===== config.mk =====
export PLATFORM = sky130hd
export DESIGN_NAME = multdiv_unit
export DESIGN_NICKNAME = d
export VERILOG_FILES = /design/src/rtl/multdiv_unit.sv
export SDC_FILE = /design/constraint.sdc
export NUM_CORES = 1
export LEC_CHECK = 0
export ABC_AREA = 0
export CAP_MARGIN = 20
export CORE_MARGIN = 2
export CORE_UTILIZATION = 35
export CTS_CLUSTER_SIZE = 20
export DETAILED_ROUTE_END_ITERATION = 10
export HOLD_SLACK_MARGIN = 0.06
export SYNTH_ARGS = -nofsm -noshare
export SYNTH_HDL_FRONTEND = slang
export SYNTH_SLANG_ARGS = --single-unit

===== constraint.sdc =====
create_clock -name clock -period 7.83 [get_ports clock]
set_clock_uncertainty 0.1 [all_clocks]
set_input_delay 0.783 -clock clock [delete_from_list [all_inputs] [get_ports clock]]
set_output_delay 0.783 -clock clock [all_outputs]
set_load 0.03 [all_outputs]

===== src/rtl/multdiv_unit.sv =====
// Iterative signed multiply (radix-2 Booth) / divide (non-restoring) unit.
// Fixed latency of WIDTH+1 cycles from start to the single-cycle data_resultRDY pulse.
module multdiv_unit #(
    parameter int WIDTH = 32,
    parameter int TAG_W = 5
) (
    input  logic             clock,
    input  logic             reset,
    input  logic             ctrl_MULT,
    input  logic             ctrl_DIV,
    input  logic [WIDTH-1:0] data_operandA,
    input  logic [WIDTH-1:0] data_operandB,
    input  logic [TAG_W-1:0] ctrl_tag_in,
    output logic [WIDTH-1:0] data_result,
    output logic             data_exception,
    output logic             data_resultRDY,
    output logic             busy,
    output logic [TAG_W-1:0] tag_out
);

    localparam int CW = $clog2(WIDTH);

    typedef enum logic [1:0] {IDLE, RUN, DONE} state_t;

    state_t           state, state_next;
    logic [CW-1:0]    counter;
    logic             op_div;
    logic [TAG_W-1:0] tag_reg;
    logic             start;
    logic             last_iter;

    // Booth state: upper half carries two guard bits so that adding or
    // subtracting the most negative multiplicand can never wrap.
    logic [WIDTH+1:0] hi, hi_sum, hi_next, mcand;
    logic [WIDTH-1:0] lo, lo_next;
    logic             q_prev;
    logic [WIDTH:0]   prod_mid;
    logic             mul_ovf;

    // Divider state: signed partial remainder, quotient shift register, divisor magnitude.
    logic [WIDTH+1:0] rem, rem_shift, rem_next, dvs_ext;
    logic [WIDTH-1:0] quo, quo_next, quo_fixed, dvs;
    logic [WIDTH-1:0] abs_a, abs_b;
    logic             neg, div_zero, div_ovf;

    assign start     = ctrl_MULT | ctrl_DIV;
    assign last_iter = (counter == CW'(WIDTH - 1));

    always_comb begin
        state_next = state;
        busy       = 1'b0;
        case (state)
            IDLE: if (start) state_next = RUN;
            RUN: begin
                busy = 1'b1;
                if (last_iter) state_next = DONE;
            end
            DONE: begin
                busy       = 1'b1;
                state_next = IDLE;
            end
            default: state_next = IDLE;
        endcase
    end

    always_comb begin
        hi_sum = hi;
        case ({lo[0], q_prev})
            2'b01:   hi_sum = hi + mcand;
            2'b10:   hi_sum = hi - mcand;
            default: hi_sum = hi;
        endcase
        hi_next  = {hi_sum[WIDTH+1], hi_sum[WIDTH+1:1]};
        lo_next  = {hi_sum[0], lo[WIDTH-1:1]};
        prod_mid = {hi[WIDTH-1:0], lo[WIDTH-1]};
        mul_ovf  = !((&prod_mid) || !(|prod_mid));
    end

    // Non-restoring step: the sign of the new remainder is the next quotient bit.
    always_comb begin
        dvs_ext   = {2'b00, dvs};
        rem_shift = {rem[WIDTH:0], quo[WIDTH-1]};
        rem_next  = rem[WIDTH+1] ? (rem_shift + dvs_ext) : (rem_shift - dvs_ext);
        quo_next  = {quo[WIDTH-2:0], ~rem_next[WIDTH+1]};
        quo_fixed = neg ? -quo : quo;
        abs_a     = data_operandA[WIDTH-1] ? -data_operandA : data_operandA;
        abs_b     = data_operandB[WIDTH-1] ? -data_operandB : data_operandB;
    end

    always_ff @(posedge clock) begin
        if (reset) begin
            state          <= IDLE;
            counter        <= '0;
            op_div         <= 1'b0;
            tag_reg        <= '0;
            hi             <= '0;
            lo             <= '0;
            q_prev         <= 1'b0;
            mcand          <= '0;
            rem            <= '0;
            quo            <= '0;
            dvs            <= '0;
            neg            <= 1'b0;
            div_zero       <= 1'b0;
            div_ovf        <= 1'b0;
            data_result    <= '0;
            data_exception <= 1'b0;
            data_resultRDY <= 1'b0;
            tag_out        <= '0;
        end else begin
            state          <= state_next;
            data_resultRDY <= 1'b0;
            case (state)
                IDLE: begin
                    if (start) begin
                        op_div   <= ~ctrl_MULT;
                        tag_reg  <= ctrl_tag_in;
                        counter  <= '0;
                        hi       <= '0;
                        lo       <= data_operandB;
                        q_prev   <= 1'b0;
                        mcand    <= {{2{data_operandA[WIDTH-1]}}, data_operandA};
                        rem      <= '0;
                        quo      <= abs_a;
                        dvs      <= abs_b;
                        neg      <= data_operandA[WIDTH-1] ^ data_operandB[WIDTH-1];
                        div_zero <= (data_operandB == '0);
                        div_ovf  <= (data_operandA == {1'b1, {(WIDTH-1){1'b0}}}) && (&data_operandB);
                    end
                end
                RUN: begin
                    counter <= counter + 1'b1;
                    if (op_div) begin
                        rem <= rem_next;
                        quo <= quo_next;
                    end else begin
                        hi     <= hi_next;
                        lo     <= lo_next;
                        q_prev <= lo[0];
                    end
                end
                DONE: begin
                    data_resultRDY <= 1'b1;
                    tag_out        <= tag_reg;
                    if (!op_div) begin
                        data_result    <= lo;
                        data_exception <= mul_ovf;
                    end else if (div_zero) begin
                        data_result    <= '0;
                        data_exception <= 1'b1;
                    end else begin
                        data_result    <= quo_fixed;
                        data_exception <= div_ovf;
                    end
                end
                default: ;
            endcase
        end
    end

endmodule


=== Yosys cells after proc, flatten, opt, wreduce, memory -nomap -nowiden ===
Index checks and enable logic that the tools add are counted.

* Register bits: 252
* Bits in latches: 0
* Bits in writable memories: 0
* Bits in read-only memories: 0
* Input port bits: 73
* Output and inout bits: 40
* Logic and storage cells: 86
* Memories: 0

* Add/subtract/negate cells: 8
* Multiply operators: 0
* Divide/modulo/power cells: 0
* $lt $le $gt $ge: 0
* Equal/unequal tests: 10
* Shifts and indexed selects: 0
* Multiplexer cells: 30
* Bitwise gates (word level): 4
* Reductions and logical operators: 16

{| class="wikitable"
|+ Operators with widths
! operator !! number
|-
| $mux W32 || 9
|-
| $pmux W34 S2 || 3
|-
| $mux W34 || 4
|-
| $pmux W32 S2 || 2
|-
| $neg A32 Y32 || 3
|-
| $add A34 B32 Y34 || 1
|-
| $add A34 B34 Y34 || 1
|-
| $sub A34 B32 Y34 || 1
|-
| $sub A34 B34 Y34 || 1
|-
| $reduce_and A33 Y1 || 1
|-
| $reduce_or A33 Y1 || 1
|-
| $eq A32 B32 Y1 const B || 1
|-
| $logic_not A32 Y1 || 1
|-
| $reduce_and A32 Y1 || 1
|-
| $pmux W5 S2 || 1
|-
| $ne A2 B2 Y1 const B || 4
|-
| $mux W1 || 6
|-
| $reduce_and A2 Y1 || 3
|-
| $reduce_and A3 Y1 || 2
|-
| $add A5 B1 Y5 const B || 1
|-
| $eq A5 B5 Y1 const B || 1
|-
| $mux W5 || 1
|-
| $eq A2 B1 Y1 const B || 2
|-
| $eq A2 B2 Y1 const B || 2
|-
| other kinds (12) || 15
|}

=== Logic depth before layout (Yosys ltp) ===
Gate-level depths: netlist (run 1).

* Depth after elaboration: 5
* Depth in mapped cells: 19
* Mapped depth without buffers: 19

=== Worst setup path before layout (run 1) ===
Ideal clock, no wire load.

* Path type: register to register
* Start: register dvs[2]
* End: register quo[0]
* Library setup time: 0.076 ns
* Arrival time: 4.410 ns
* Data required time: 7.654 ns
* Slack: 3.245 ns
* Stages on the path, launching flop included: 19
* Buffers on the path: 1
* Clock period less this slack: 4.585 ns
* Cell sequence: dfxtp_1 -> or4_1 -> nor3_1 -> nand3b_1 -> nor3b_1 -> nand2_1 -> nor2_1 -> a21oi_1 -> xor2_1 -> ha_1 -> clkbuf_1 -> and3_1 -> or3b_1 -> a2111oi_0 -> nor3_1 -> o31ai_1 -> a21oi_1 -> xor2_1 -> o22ai_1

* Longest elaborated chain between the ends: 5
* Elaborated cells on any way between the ends: 6
* Classes of those cells: add/sub: 2; mux: 3; bitwise: 1

{| class="wikitable"
|+ Ends and longest elaborated chain
! item !! line !! RTL
|-
| start, declared || 42 || <nowiki>logic [WIDTH-1:0] quo, quo_next, quo_fixed, dvs;</nowiki>
|-
| start signal, assigned || 125 || <nowiki>dvs <= abs_b;</nowiki>
|-
| $sub A34 B32 Y34 / $add A34 B32 Y34 (equally long branches) || 83 || <nowiki>rem_next = rem[WIDTH+1] ? (rem_shift + dvs_ext) : (rem_shift - dvs_ext);</nowiki>
|-
| $mux W34 (*) || 83 ||
|-
| $not A1 Y1 (*) || 84 || <nowiki>quo_next = {quo[WIDTH-2:0], ~rem_next[WIDTH+1]};</nowiki>
|-
| $mux W32 (*) || 133 || <nowiki>if (op_div) begin</nowiki>
|-
| $pmux W32 S2 (*) || 113 || <nowiki>case (state)</nowiki>
|-
| end signal, assigned || 124 || <nowiki>quo <= abs_a;</nowiki>
|-
| end signal, assigned || 135 || <nowiki>quo <= quo_next;</nowiki>
|-
| end, declared || 42 ||
|}

Mark *: on every way between the ends. The rest lies on a longest branch, timed or not. The select of a mux whose other input is x is not followed.
A chain may end at the register's enable or synchronous reset.

=== Worst setup path in the final report (run 1) ===
Same ends and word-level chain as after synthesis.

==> results of run 1 <==
-- through the flow --
step / power, uW / util / hold WS [ps]
after floorplan: 2520 / - / 332
after global placement: 2870 / 0.386 / 341
after detailed placement: 2890 / 0.386 / 348
after CTS: 4440 / 0.409 / 356
after global routing: 4680 / 0.410 / 374
final: 4420 / 0.410 / 355
-- critical path, stage by stage (launching register included) --
cell and delay, ps:
dfxtp_1 360, or4_1 610, nor3_1 230, nand3b_1 160, nor3b_1 620, nand2_1 150, nor2_1 200, a21oi_1 110
xor2_1 160, ha_1 430, and3_1 220, or3b_1 360, a2111oi_0 410, nor3_1 180, o31ai_1 450, a21oi_1 160
xor2_1 200, o22ai_1 100
-- cell families (layout without fill, tap and decap cells) --
| kind of cell | count (synthesis) | after routing | share of synthesized area |
|---|---|---|---|
| AND/OR/NAND/NOR | 724 | 724 | 0.195 |
| AO/OA/AOI/OAI | 665 | 665 | 0.252 |
| flip-flops | 251 | 251 | 0.300 |
| buffers and inverters | 220 | 278 | 0.0492 |
| XOR/XNOR | 208 | 208 | 0.109 |
| adder cells (fa/ha/maj) | 80 | 80 | 0.0606 |
| multiplexers | 58 | 58 | 0.0348 |
-- cell type report --
class / instances / area [um2] / share of cell area
Clock buffer: 40 / 870 / 0.0446
Clock inverter: 17 / 216 / 0.0111
Inverter: 89 / 334 / 0.0171
Multi-Input combinational cell: 1735 / 11000 / 0.563
Sequential cell: 251 / 5020 / 0.258
Tap cell: 615 / 769 / 0.0395
Timing Repair Buffer: 132 / 1310 / 0.0670
-- power by group through the flow --
stage | clock [uW] | combinational, uW | sequential [uW]
finish | 1540 | 1370 | 1510
CTS | 1570 | 1360 | 1510
global route | 1620 | 1530 | 1530
detailed placement | 0 | 1360 | 1540
floorplan | 0 | 1030 | 1490
global placement | 0 | 1340 | 1530
-- worst max path at each step --
stage	start	slack (ps)	to
after global placement	dvs[2]	2620	quo[0]
after floorplan	dvs[2]	3240	quo[0]
final	dvs[2]	2470	quo[0]
after global routing	dvs[2]	1980	quo[0]
after CTS	dvs[2]	2560	quo[0]
after detailed placement	dvs[2]	2600	quo[0]
-- placed cells by master (no fill, tap or decap), types with 6 or more instances in the layout --
| cell type | instances |
|---|---|
| nor2_1 | 280 |
| dfxtp_1 | 251 |
| nand2_1 | 216 |
| a21oi_1 | 208 |
| o21ai_0 | 125 |
| xor2_1 | 123 |
| clkdlybuf4s50_1 | 111 |
| inv_1 | 88 |
| xnor2_1 | 85 |
| a211oi_1 | 77 |
| ha_1 | 76 |
| mux2i_1 | 55 |
| nor3_1 | 42 |
| a22oi_1 | 40 |
| a21o_1 | 38 |
| o31ai_1 | 33 |
| clkbuf_16 | 31 |
| o221ai_1 | 29 |
| nor4_1 | 27 |
| nand3_1 | 27 |
| nand4_1 | 23 |
| buf_4 | 18 |
| a31oi_1 | 17 |
| nand2b_1 | 16 |
| nor2b_1 | 15 |
| or3_1 | 14 |
| o21ai_1 | 14 |
| and2_1 | 13 |
| or4_1 | 11 |
| and3_1 | 11 |
| o21bai_1 | 11 |
| o41ai_1 | 10 |
| clkinv_2 | 10 |
| o22ai_1 | 9 |
| o21a_1 | 6 |
| nor3b_1 | 6 |
| o211ai_1 | 6 |
| a221oi_1 | 6 |
| clkbuf_8 | 6 |
-- metal layers --
layer,share of wire,routed length [um],vias up,track usage
li1,-,-,7954,-
met3,0.047,2400,68,0.0205
met2,0.47,23900,413,0.335
met5,0,0,-,0
met4,0.021,1090,0,0.0502
met1,0.47,23800,7569,0.274
==> impl_results.md, run 1 <==
* Routed vias at 16,000
* CP Launch Type: flop
* ANT cells at 0
* Total global-route track usage at 0.200
* Area leader, netlist: dfxtp_1
* Top post-synthesis cells by count: nor2_1, dfxtp_1, nand2_1
* Post-route setup TNS at 0 ps
* GP Congestion at 0.950
* CTS Hold Bufs at 0
* Part of the power in registers at 0.341
* H-tree depth at 1
* Fmax at 0.187 GHz
* Gr ovfl total at 0
* Top cells by area, synth: dfxtp_1, xor2_1, nor2_1, a21oi_1, ha_1
* Relative slew slack at 0.289
* VDD IR-drop max at 0.000153 V
* Root Driver: clkbuf_16
* RSZ-0062 raised after global routing: no
* Area grow syn2layout at 16.1%
* Final worst slack at 2470 ps
* Worst-margin pin slew at 1070 ps
* Final nets at 2,393
* Biggest regs: rem x34, hi x33
* Max Cap Viol at 0
* DP Worst Slack at 2600 ps
* Hold path endpoint: tag_reg[2]
* Clock Tree Buf Depth at 3
* I/O pin count at 113
* Reg2reg path depth at 17
* Biggest register: rem
* Setup Buffers After CTS at 0
* Share of layout cells above drive strength 1 at 0.0442
* Mean post-synth cell area at 7.60 um2
* Vias/cell at 5.56
* PwrDens at 227 mW/mm2
* Inst Count DP at 2,820
* CP Data Required Time at 8150 ps
* Seq/Total Area, Yosys at 0.300
* Final-report hold violation count at 0
* Outcome: completed
* Main flop type after synthesis: dfxtp_1
* Drt total wl at 51.2 mm
* Hold Startpoint: tag_reg[2]
* Hold-critical path depth at 2
* Chip height at 223 um
* Post-Syn Area at 0.0168 mm2
* Number of CTS-inserted buffers at 31
* FF-to-FF Start: dvs[2]
* Post-synth top area share at 0.300
* Final min period at 5360 ps
* Mapped Nets at 2,359
* Die area at 0.0497 mm2
* Initial Utilization at 0.353
* First-pass GRT wire length at 81.1 mm
* Post-route DRC at 0
* Reg clk slew, reported paths at 60 ps
* First drt pass iteration count at 5
* CP arrival at 5680 ps
* Clock power frac at 0.348
* CP Max Fanout at 7
* Yosys cell types at 65
* Initial antenna violation count at 0
* Max-slew violations at 0
* Syn Inst Count at 2,206
* DP Area at 0.0184 mm2
* Gate power share at 0.310
* Core Footprint at 0.0475 mm2
* Fill cells at 4,770
* Ys Warns at 0
* Vias in the first global route at 14,800
* DP HPWL at 38.0 mm
* Worst-skew pair later-pin latency at 590 ps
* Non-filler cells, final at 2,879
* Worst R2R Setup Slack at 2470 ps
* CTS tree: yes
* Number of flops mapped to enable cells by yosys at 0
* Final setup viols at 0
* Clock sinks at 251
* Post-route cell area at 0.0195 mm2
* Port Buffers at 112
* Most instantiated library cell after synthesis: nor2_1
* Post-CTS sizing at 0
* Switch Pwr at 1570 uW
* CP Capture Type: flop
* Initial DRC Count at 984
* Period utilization at 0.684
* Largest net degree at the start of global routing at 86
* Cell Rows at 80
* Pleak at 0.00753 uW
* Max reg flops at 34
* Post-synth ARST share at 0
* Yosys reg bits at 251
* Hold Crit Class: reg2reg
* Antenna Nets Post-Route at 0
* Worst reg2reg path endpoint: quo[0]
* Die X at 223 um
* CP Class: reg2reg
* WL/cell at 17.8 um
* Pint at 2860 uW
* Sw Ratio at 0.355
No activity file was read; power rests on OpenSTA's default activity.
==> run 2: changes to the inputs <==
==> constraint.sdc (replaced) <==
create_clock -name clock -period 4.7 [get_ports clock]
set_clock_uncertainty 0.1 [all_clocks]
set_input_delay 0.47 -clock clock [delete_from_list [all_inputs] [get_ports clock]]
set_output_delay 0.47 -clock clock [all_outputs]
set_load 0.03 [all_outputs]
==> run 2 against run 1 <==
Clock power is 66% higher. Combinational power is 69% higher. Total power is 67% higher. Global-route usage hardly changed. Final cell count is 0.97% higher. Critical endpoint unchanged. Final area is 1.1% higher. Setup slack worse by 2300 ps. Wire length is 0.15% lower. Non-clock buffer count is 28 higher. Sequential power is 67% higher. Highest routed layer unchanged. Flip-flop and latch count stayed put. Via count is 0.72% lower.
==> impl_results.md, run 2 (synthesized netlist as in run 1, its figures left out) <==
* Area grow syn2layout at 17.5%
* Outcome: completed
* Biggest register: rem
* Drt total wl at 51.1 mm
* Commonest cells after routing, fill and taps aside: nor2_1, dfxtp_1, nand2_1, a21oi_1, o21ai_0
* Clock sinks at 251
* Initial DRC Count at 1,130
* Final worst slack at 209 ps
* Number of CTS-inserted buffers at 31
* Top cell family by delay on the critical path: simple AND/OR/NAND/NOR gates
* Total global-route track usage at 0.200
* Initial antenna violation count at 1
* I/O pin count at 113
* Period utilization at 0.956
* DP HPWL at 38.9 mm
* Worst-skew pair later-pin latency at 590 ps
* Antenna Nets Post-Route at 0
* Core Footprint at 0.0475 mm2
* Gr ovfl total at 0
* Vias in the first global route at 15,100
* Post-route cell area at 0.0197 mm2
* Chip height at 223 um
* Crit path cell chain: or4_1, buf_4, nor4_2, and3b_2, nand3b_1, nor3_1, nor2_1, xor2_1, ha_1, nand2_1, or3b_1, a2111oi_1, nor3_1, o31ai_1, buf_4, a21oi_1, xor2_1, o22ai_1
* Worst-margin pin slew at 1020 ps
* CP Class: reg2reg
* Clock Tree Buf Depth at 3
* Crit. Startpoint: dvs[2]
* Hold Crit Class: in2reg
* Die X at 223 um
* Largest net degree at the start of global routing at 74
* Final setup viols at 0
* Final min period at 4490 ps
* Final hold slack at 153 ps
* CP Data Required Time at 5040 ps
* Fmax at 0.223 GHz
* Routed vias at 15,900
* Reg clk slew, reported paths at 60 ps
* GP Congestion at 0.909
* Max reg flops at 34
* H-tree depth at 1
* DP Worst Slack at 180 ps
* Final-report hold violation count at 0
* RSZ-0062 raised after global routing: yes
* VDD IR-drop max at 0.000317 V
* Initial Utilization at 0.353
* Crit path largest cell delay at 570 ps
* Port Buffers at 112
* Share of layout cells above drive strength 1 at 0.0563
* Hold-critical path depth at 2
* CP Depth at 18
* First-pass GRT wire length at 81.0 mm
* Multi-input logic area at 0.0110 mm2
* CP Capture Type: flop
* CP arrival at 4830 ps
* Reg2reg path depth at 18
* Max Cap Viol at 0
* Vias/cell at 5.47
* Final nets at 2,421
* Die area at 0.0497 mm2
* WL/cell at 17.6 um
* Hold Startpoint: reset
* Critical path's slowest cell: or4_1
* FF-to-FF Start: dvs[2]
* CP Launch Type: flop
* Worst R2R Setup Slack at 210 ps
* Pleak at 0.00765 uW
* Post-route DRC at 0
* Most common cell after layout, fill and taps aside: nor2_1
* CP Max Fanout at 4
* First drt pass iteration count at 5
* Root Driver: clkbuf_16
* Cell Rows at 80
* Bufs and invs on worst path at 2
* CTS tree: yes
* PwrDens at 374 mW/mm2
* Fill cells at 4,862
* DP Area at 0.0186 mm2
* Relative slew slack at 0.320
* Max-slew violations at 0
* Biggest regs: rem x34, hi x33
* Total power at 7380 uW
* Flip-flop and latch area at 0.00502 mm2
==> run 2: cell count changes in the layout (fill, tap and decap cells not counted), moves of 2 or more <==
cell,before,now
nor3_1,42,40
buf_4,18,46
clkinv_4,0,2
clkbuf_1,3,6
inv_6,1,3
clkbuf_8,6,8
a2111oi_1,0,2
nor3_2,0,2
a2111oi_0,5,3
clkinv_2,10,2
==> run 2: what timing repair did <==
action / CTS / global route
endpoints found under the setup margin: 0 / 5
setup buffers: 0 / 2
endpoints found under the hold margin: 0 / 0
gates resized for setup: 0 / 7
hold buffers: 0 / 0
==> run 2: through the flow <==
step | instances | util | setup TNS [ps]
detailed placement | 2847 | 0.390 | 0
global placement | 2847 | 0.390 | 0
floorplan | 2206 | - | 0
finish | 2907 | 0.415 | 0
CTS | 2903 | 0.413 | 0
global route | 2906 | 0.414 | -242
==> run 2: worst register-to-register path, delay by kind of cell, from the launching register on <==
kind	cells	cell delay, ps
and+or+nand+nor	9	2120
adders and majority gates	1	360
DFF	1	310
xor gates and xnor gates	2	300
buffers and inverters	2	360
AOI/OAI and AO/OA	4	810
==> run 2: per-layer routing <==
layer | wire [um] | track usage | vias to the layer above
li1 | - | - | 8033
met1 | 23800 | 0.265 | 7448
met2 | 23800 | 0.338 | 324
met3 | 2130 | 0.0278 | 83
met4 | 1460 | 0.0585 | 0
met5 | 0 | 0 | -
==> run 2: cell type report <==
type / instances / area share
Multi-Input combinational cell: 1735 / 0.558
Sequential cell: 251 / 0.255
Tap cell: 615 / 0.0390
Clock inverter: 11 / 0.00882
Timing Repair Buffer: 160 / 0.0762
Antenna cell: 1 / 0.000127
Clock buffer: 45 / 0.0461
Inverter: 89 / 0.0170
==> run 2: report_power, final <==
| part | switching [uW] | leakage, uW | internal [uW] |
|---|---|---|---|
| combinational | 1400 | 0.00507 | 912 |
| sequential | 214 | 0.00205 | 2300 |
| clock | 995 | 0.000533 | 1550 |
==> run 2: final timing paths <==
path,end
setup / recovery,quo[0]
hold / removal,tag_out[0]
hold reg to reg,tag_reg[4]
setup reg to reg,quo[0]
